$ cat config.mk
export PLATFORM = sky130hd
export DESIGN_NAME = ps2_key_encoder
export DESIGN_NICKNAME = d
export VERILOG_FILES = /design/src/rtl/ps2_key_encoder.sv
export SDC_FILE = /design/constraint.sdc
export NUM_CORES = 1
export LEC_CHECK = 0
export BUFFER_PORTS_ARGS = -buffer_cell sky130_fd_sc_hd__buf_2
export CORE_MARGIN = 2
export CORE_UTILIZATION = 40
export CTS_CLUSTER_SIZE = 20
export DETAILED_ROUTE_END_ITERATION = 10
export PLACE_DENSITY = 0.61
export SLEW_MARGIN = 30
export SYNTH_ARGS = -nofsm -noshare
export SYNTH_HDL_FRONTEND = slang
export SYNTH_SLANG_ARGS = --single-unit
$ cat constraint.sdc
create_clock -name clk_sys -period 2.5 [get_ports clk_sys]
set_input_delay 0.5 -clock clk_sys [delete_from_list [all_inputs] [get_ports clk_sys]]
set_output_delay 0.5 -clock clk_sys [all_outputs]
set_load 0.01 [all_outputs]
$ cat src/rtl/ps2_key_encoder.sv
// ps2_key_encoder: PS/2 keyboard stream -> toggle-strobed 11-bit ps2_key event word.
// Pipeline: 2-flop synchronisers, clock glitch filter, frame deserialiser,
// then a prefix stage that folds E0/F0/E1 prefixes into one event per key.
// Optional feature macro: PS2_PARITY_CHECK_EN (odd parity enforced at the stop bit).
//
// state    | meaning
// ---------+-----------------------------------------------------------
// ST_IDLE  | waiting for a start bit (strobe with data 0)
// ST_SHIFT | receiving data[0..7], parity, stop (bit_cnt 0..9)

module ps2_key_encoder #(
    parameter int FILTER_LEN     = 8,
    parameter int TIMEOUT_CYCLES = 25000
) (
    input  logic        clk_sys,
    input  logic        reset_n,
    input  logic        ps2_clk_in,
    input  logic        ps2_data_in,
    output logic [10:0] ps2_key,
    output logic        rx_err,
    output logic        busy
);

    localparam int TW = (TIMEOUT_CYCLES > 1) ? $clog2(TIMEOUT_CYCLES) : 1;

    localparam logic [0:0] ST_IDLE  = 1'b0;
    localparam logic [0:0] ST_SHIFT = 1'b1;

    logic          clk_s1, clk_s2, dat_s1, dat_s2;
    logic          filt_clk;
    logic [7:0]    filt_cnt;
    logic          filt_flip, strobe;
    logic [0:0]    state;
    logic [3:0]    bit_cnt;
    logic [7:0]    shreg;
    logic          par_bit;
    logic [TW-1:0] to_cnt;
    logic          timeout, last_bit, par_ok, byte_ok, frame_bad, is_ack;
    logic          ext, brk;
    logic [2:0]    skip;

    // Bring the asynchronous PS/2 lines into the clk_sys domain (idle level 1).
    always_ff @(posedge clk_sys) begin
        if (!reset_n) begin
            clk_s1 <= 1'b1;
            clk_s2 <= 1'b1;
            dat_s1 <= 1'b1;
            dat_s2 <= 1'b1;
        end else begin
            clk_s1 <= ps2_clk_in;
            clk_s2 <= clk_s1;
            dat_s1 <= ps2_data_in;
            dat_s2 <= dat_s1;
        end
    end

    // Strobe is the cycle in which the filtered clock is about to fall; data is
    // taken from the synchronised data line in that same cycle.
    always_comb begin
        filt_flip = (clk_s2 != filt_clk) && (filt_cnt == 8'(FILTER_LEN - 1));
        strobe    = filt_flip && filt_clk;
        timeout   = (state == ST_SHIFT) && !strobe && (to_cnt == TW'(TIMEOUT_CYCLES - 1));
        last_bit  = strobe && (state == ST_SHIFT) && (bit_cnt == 4'd9);
`ifdef PS2_PARITY_CHECK_EN
        par_ok    = ^{shreg, par_bit};
`else
        par_ok    = 1'b1;
`endif
        byte_ok   = last_bit && dat_s2 && par_ok;
        frame_bad = last_bit && !(dat_s2 && par_ok);
        is_ack    = (shreg == 8'hAA) || (shreg == 8'hFA) || (shreg == 8'hEE) || (shreg == 8'hFE);
        busy      = (state == ST_SHIFT);
    end

    // Glitch filter: level changes only after FILTER_LEN consecutive differing samples.
    always_ff @(posedge clk_sys) begin
        if (!reset_n) begin
            filt_clk <= 1'b1;
            filt_cnt <= '0;
        end else if (clk_s2 == filt_clk) begin
            filt_cnt <= '0;
        end else if (filt_flip) begin
            filt_clk <= clk_s2;
            filt_cnt <= '0;
        end else begin
            filt_cnt <= filt_cnt + 8'd1;
        end
    end

    // Frame deserialiser: start bit, 8 data bits LSB first, parity, stop.
    always_ff @(posedge clk_sys) begin
        if (!reset_n) begin
            state   <= ST_IDLE;
            bit_cnt <= '0;
            shreg   <= '0;
            par_bit <= 1'b0;
        end else begin
            case (state)
                ST_IDLE: begin
                    if (strobe && !dat_s2) begin
                        state   <= ST_SHIFT;
                        bit_cnt <= '0;
                    end
                end
                default: begin
                    if (strobe) begin
                        if (bit_cnt < 4'd8) shreg <= {dat_s2, shreg[7:1]};
                        if (bit_cnt == 4'd8) par_bit <= dat_s2;
                        if (bit_cnt == 4'd9) state <= ST_IDLE;
                        else bit_cnt <= bit_cnt + 4'd1;
                    end else if (timeout) begin
                        state <= ST_IDLE;
                    end
                end
            endcase
        end
    end

    // Inactivity timer; a strobe always wins over an expiry in the same cycle.
    always_ff @(posedge clk_sys) begin
        if (!reset_n) begin
            to_cnt <= '0;
        end else if (strobe || timeout || state == ST_IDLE) begin
            to_cnt <= '0;
        end else begin
            to_cnt <= to_cnt + TW'(1);
        end
    end

    // Error pulse for a bad stop/parity or an aborted partial frame.
    always_ff @(posedge clk_sys) begin
        if (!reset_n) rx_err <= 1'b0;
        else          rx_err <= frame_bad || timeout;
    end

    // Prefix stage: fold E0/F0, swallow the E1 pause sequence, drop ack-style bytes.
    always_ff @(posedge clk_sys) begin
        if (!reset_n) begin
            ps2_key <= '0;
            ext     <= 1'b0;
            brk     <= 1'b0;
            skip    <= '0;
        end else if (byte_ok) begin
            if (skip != 3'd0) begin
                skip <= skip - 3'd1;
            end else if (shreg == 8'hE0) begin
                ext <= 1'b1;
            end else if (shreg == 8'hF0) begin
                brk <= 1'b1;
            end else if (shreg == 8'hE1) begin
                skip <= 3'd7;
            end else if (!(is_ack && !ext && !brk)) begin
                ps2_key <= {~ps2_key[10], ~brk, ext, shreg};
                ext     <= 1'b0;
                brk     <= 1'b0;
            end
        end
    end

endmodule

==> summary.txt <==
Pwr Total -> 1.82 mW
vias in the first global route -> 1866
Reg2Reg Setup Slack -> 0.38 ns
Mapped Nets -> 299
Die W -> 85.3 um
Max Clock Freq -> 471 MHz
first-pass GRT wire length -> 8.50 mm
drt total wl -> 4.85 mm
ranking of synthesized cells by area -> dfxtp_1 44%, mux2i_1 7.2%, xor2_1 5.3%
H-tree levels -> 3
Tot GR Track Use -> 14.6%
Req. time, crit path -> 2.75 ns
Cell Area, Synth -> 2650 um2
I/O pins -> 17
WS Path Type -> reg -> reg
Critical Path AT -> 2.38 ns
Die Y -> 85.3 um
ys flop type -> dfxtp_1
worst-path maximum fanout -> 11
DR pass1 iterations -> 4
final setup vio count -> 0
Cell Pwr Density -> 610 nW/um2
worst clock skew -> 0.00472 ns
Peak VDD IR -> 288 uV
worst-margin pin slew -> 0.544 ns
number of DRC markers in iteration 0 -> 83
Syn Area/Cell -> 9.16 um2
static leakage -> 1.17 nW
CTS clk-pin slew, worst paths -> 0.06 ns
setup TNS -> 0 ns
ANT nets after route -> 0
n_diodes -> 0
port bufs -> 16
CTS Buffer Depth -> 2
# Post-CTS Setup Buffers -> 0
RSZ-0062 raised after global routing -> no
dpl hpwl -> 3.36 mm
Synth cell types -> 47
cells resized by post-CTS repair -> 0
Synth top cells by count -> 58 x dfxtp_1, 30 x nand2_1, 29 x nor2_1
CP endpoint kind -> flop
Period minus WS final -> 2.12 ns
NumNets Final -> 315
Yosys top cell area share -> 43.9%
MaxCap Viol Count -> 0
FFs w/ async S/R, synth -> 0%
num rows -> 29
DRC violations left -> 0
fill cell count -> 641
Area growth syn-to-layout -> 12.6%
Yosys top cell by area -> dfxtp_1
register area -> 1160 um2
sequential fraction of the synthesis area -> 43.9%
routed len/inst -> 12.5 um
Setup crit start kind -> flop
initial antenna violation count -> 0
die area -> 7280 um2
Min Hold Slack -> 0.351 ns
status -> finished, final reports clean
#FFs+latches synth -> 58
Hold Vio Cnt, Final -> 0
Syn Inst Count -> 289
multi-input logic area -> 1360 um2
normalized max-slew margin -> 63.6%
largest net degree at the start of global routing -> 36
Via density -> 5.18
gr ovfl total -> 0
post-route design area -> 2980 um2
CTS Sinks -> 58
CTS tree -> yes
slowest CP cell -> dfxtp_1
Yosys Warn Count -> 0
Worst-Skew Late Latency -> 0.33 ns
Tcrit/Tclk final -> 84.9%
Starting Density -> 41.4%
TritonCTS buffer count -> 9
worst-path cell chain -> ha_1 -> and4bb_1 -> nand4_2 -> nor4_2 -> buf_4 -> mux2i_1
core area -> 6390 um2
layout cells sized above 1 -> 14.5%
Post-synth EDFFs -> 0
Slew Limit Fails -> 0
vias -> 2005
dpl cells -> 371
top-count cell post-synth -> dfxtp_1
root buf cell -> clkbuf_8
slowest cell delay on critical path -> 0.39 ns
CTS Hold Bufs -> 0
area post-placement -> 2780 um2
Cell Count, Final, Fillers Out -> 387
GP Congestion -> 0.804
Hold/Removal Path Class -> in -> reg
==> metrics by stage <==
stage | utilization, % | setup slack, ns
final | 46.7 | 0.377
after global routing | 46.7 | 0.238
after CTS | 46.7 | 0.354
after detailed placement | 43.5 | 0.361
after global placement | 43.5 | 0.459
after floorplan | - | 0.564
==> sequential cells by signal, summed over array words and instances, names as in the netlist <==
| register | cells |
|---|---|
| skip | 3 |
| to_cnt | 15 |
| dat_s1 | 1 |
| rx_err | 1 |
| filt_clk | 1 |
| brk | 1 |
| busy | 1 |
| shreg | 8 |
| bit_cnt | 4 |
| clk_s1 | 1 |
| ps2_key | 11 |
| clk_s2 | 1 |
| filt_cnt | 8 |
| ext | 1 |
| dat_s2 | 1 |
==> placed cells by master (no fill, tap or decap), types with 2 or more instances in the layout <==
cell type / Yosys / routed
dfxtp_1: 58 / 58
nand2_1: 30 / 30
nor2_1: 29 / 29
nand3_1: 21 / 21
mux2i_1: 19 / 19
xor2_1: 16 / 16
buf_2: 4 / 16
inv_1: 14 / 14
clkbuf_8: 0 / 11
and3_1: 8 / 8
ha_1: 6 / 6
nand2b_1: 5 / 5
nor2b_1: 5 / 5
nand4_1: 5 / 5
o21ai_0: 5 / 5
nor3_1: 4 / 4
or4_1: 4 / 4
a21oi_1: 4 / 4
buf_4: 0 / 4
and4_1: 3 / 3
a31oi_1: 3 / 3
or3_1: 3 / 3
clkinv_2: 0 / 3
and4b_1: 2 / 2
a32o_1: 2 / 2
o2111ai_1: 2 / 2
o31ai_1: 2 / 2
a211oi_2: 2 / 2
a211oi_1: 2 / 2
xnor2_1: 2 / 2
==> area by class of cell <==
cell class,count,share of cell area (%)
timing repair buffer,20,3.69
clock buffer,11,5.08
clock inverter,5,1.76
multi-input combinational,202,45.5
sequential,58,39.0
tap,77,3.23
inverter,14,1.76
==> power by group <==
part           leakage [nW]  switching [mW]  internal, mW
combinational         0.596          0.0163       0.00643
sequential            0.468         0.00242         0.928
clock                 0.105           0.357         0.509
==> path summary, 6_finish.rpt <==
check / start / end / depth (start not counted)
setup / recovery: filt_cnt[0]$_SDFF_PP0_ / ps2_key[9]$_SDFFE_PN0P_ / 6
hold / removal: ps2_clk_in / clk_s1$_SDFF_PN1_ / 2
setup reg to reg: filt_cnt[0]$_SDFF_PP0_ / ps2_key[9]$_SDFFE_PN0P_ / 6
hold reg to reg: clk_s1$_SDFF_PN1_ / clk_s2$_SDFF_PN1_ / 1
==> metal layers <==
| layer | routed length (um) | up-vias | track usage, % |
|---|---|---|---|
| met5 | 0 | - | 0 |
| met4 | 59 | 0 | 7.94 |
| met3 | 143 | 5 | 4.09 |
| met2 | 2120 | 18 | 21.6 |
| met1 | 2520 | 939 | 19.2 |
| li1 | - | 1043 | - |
==> critical path: cells and delay by family (launching register included) <==
family	cells	cell delay, ns
adders and majority gates	1	0.24
and+or+nand+nor	3	0.93
DFF	1	0.39
muxes	1	0.22
buffers and inverters	1	0.26
==> cell families (layout without fill, tap and decap cells) <==
kind of cell    after synthesis  in the layout  synth area share, %
compound gates               28             28                 8.51
xor+xnor                     18             18                 5.96
fa+ha+maj                     6              6                 2.84
buf+inv                      29             50                 4.87
flops                        58             58                 43.9
mux                          19             19                 7.19
simple gates                131            131                 26.8
No activity file was read; power rests on OpenSTA's default activity.
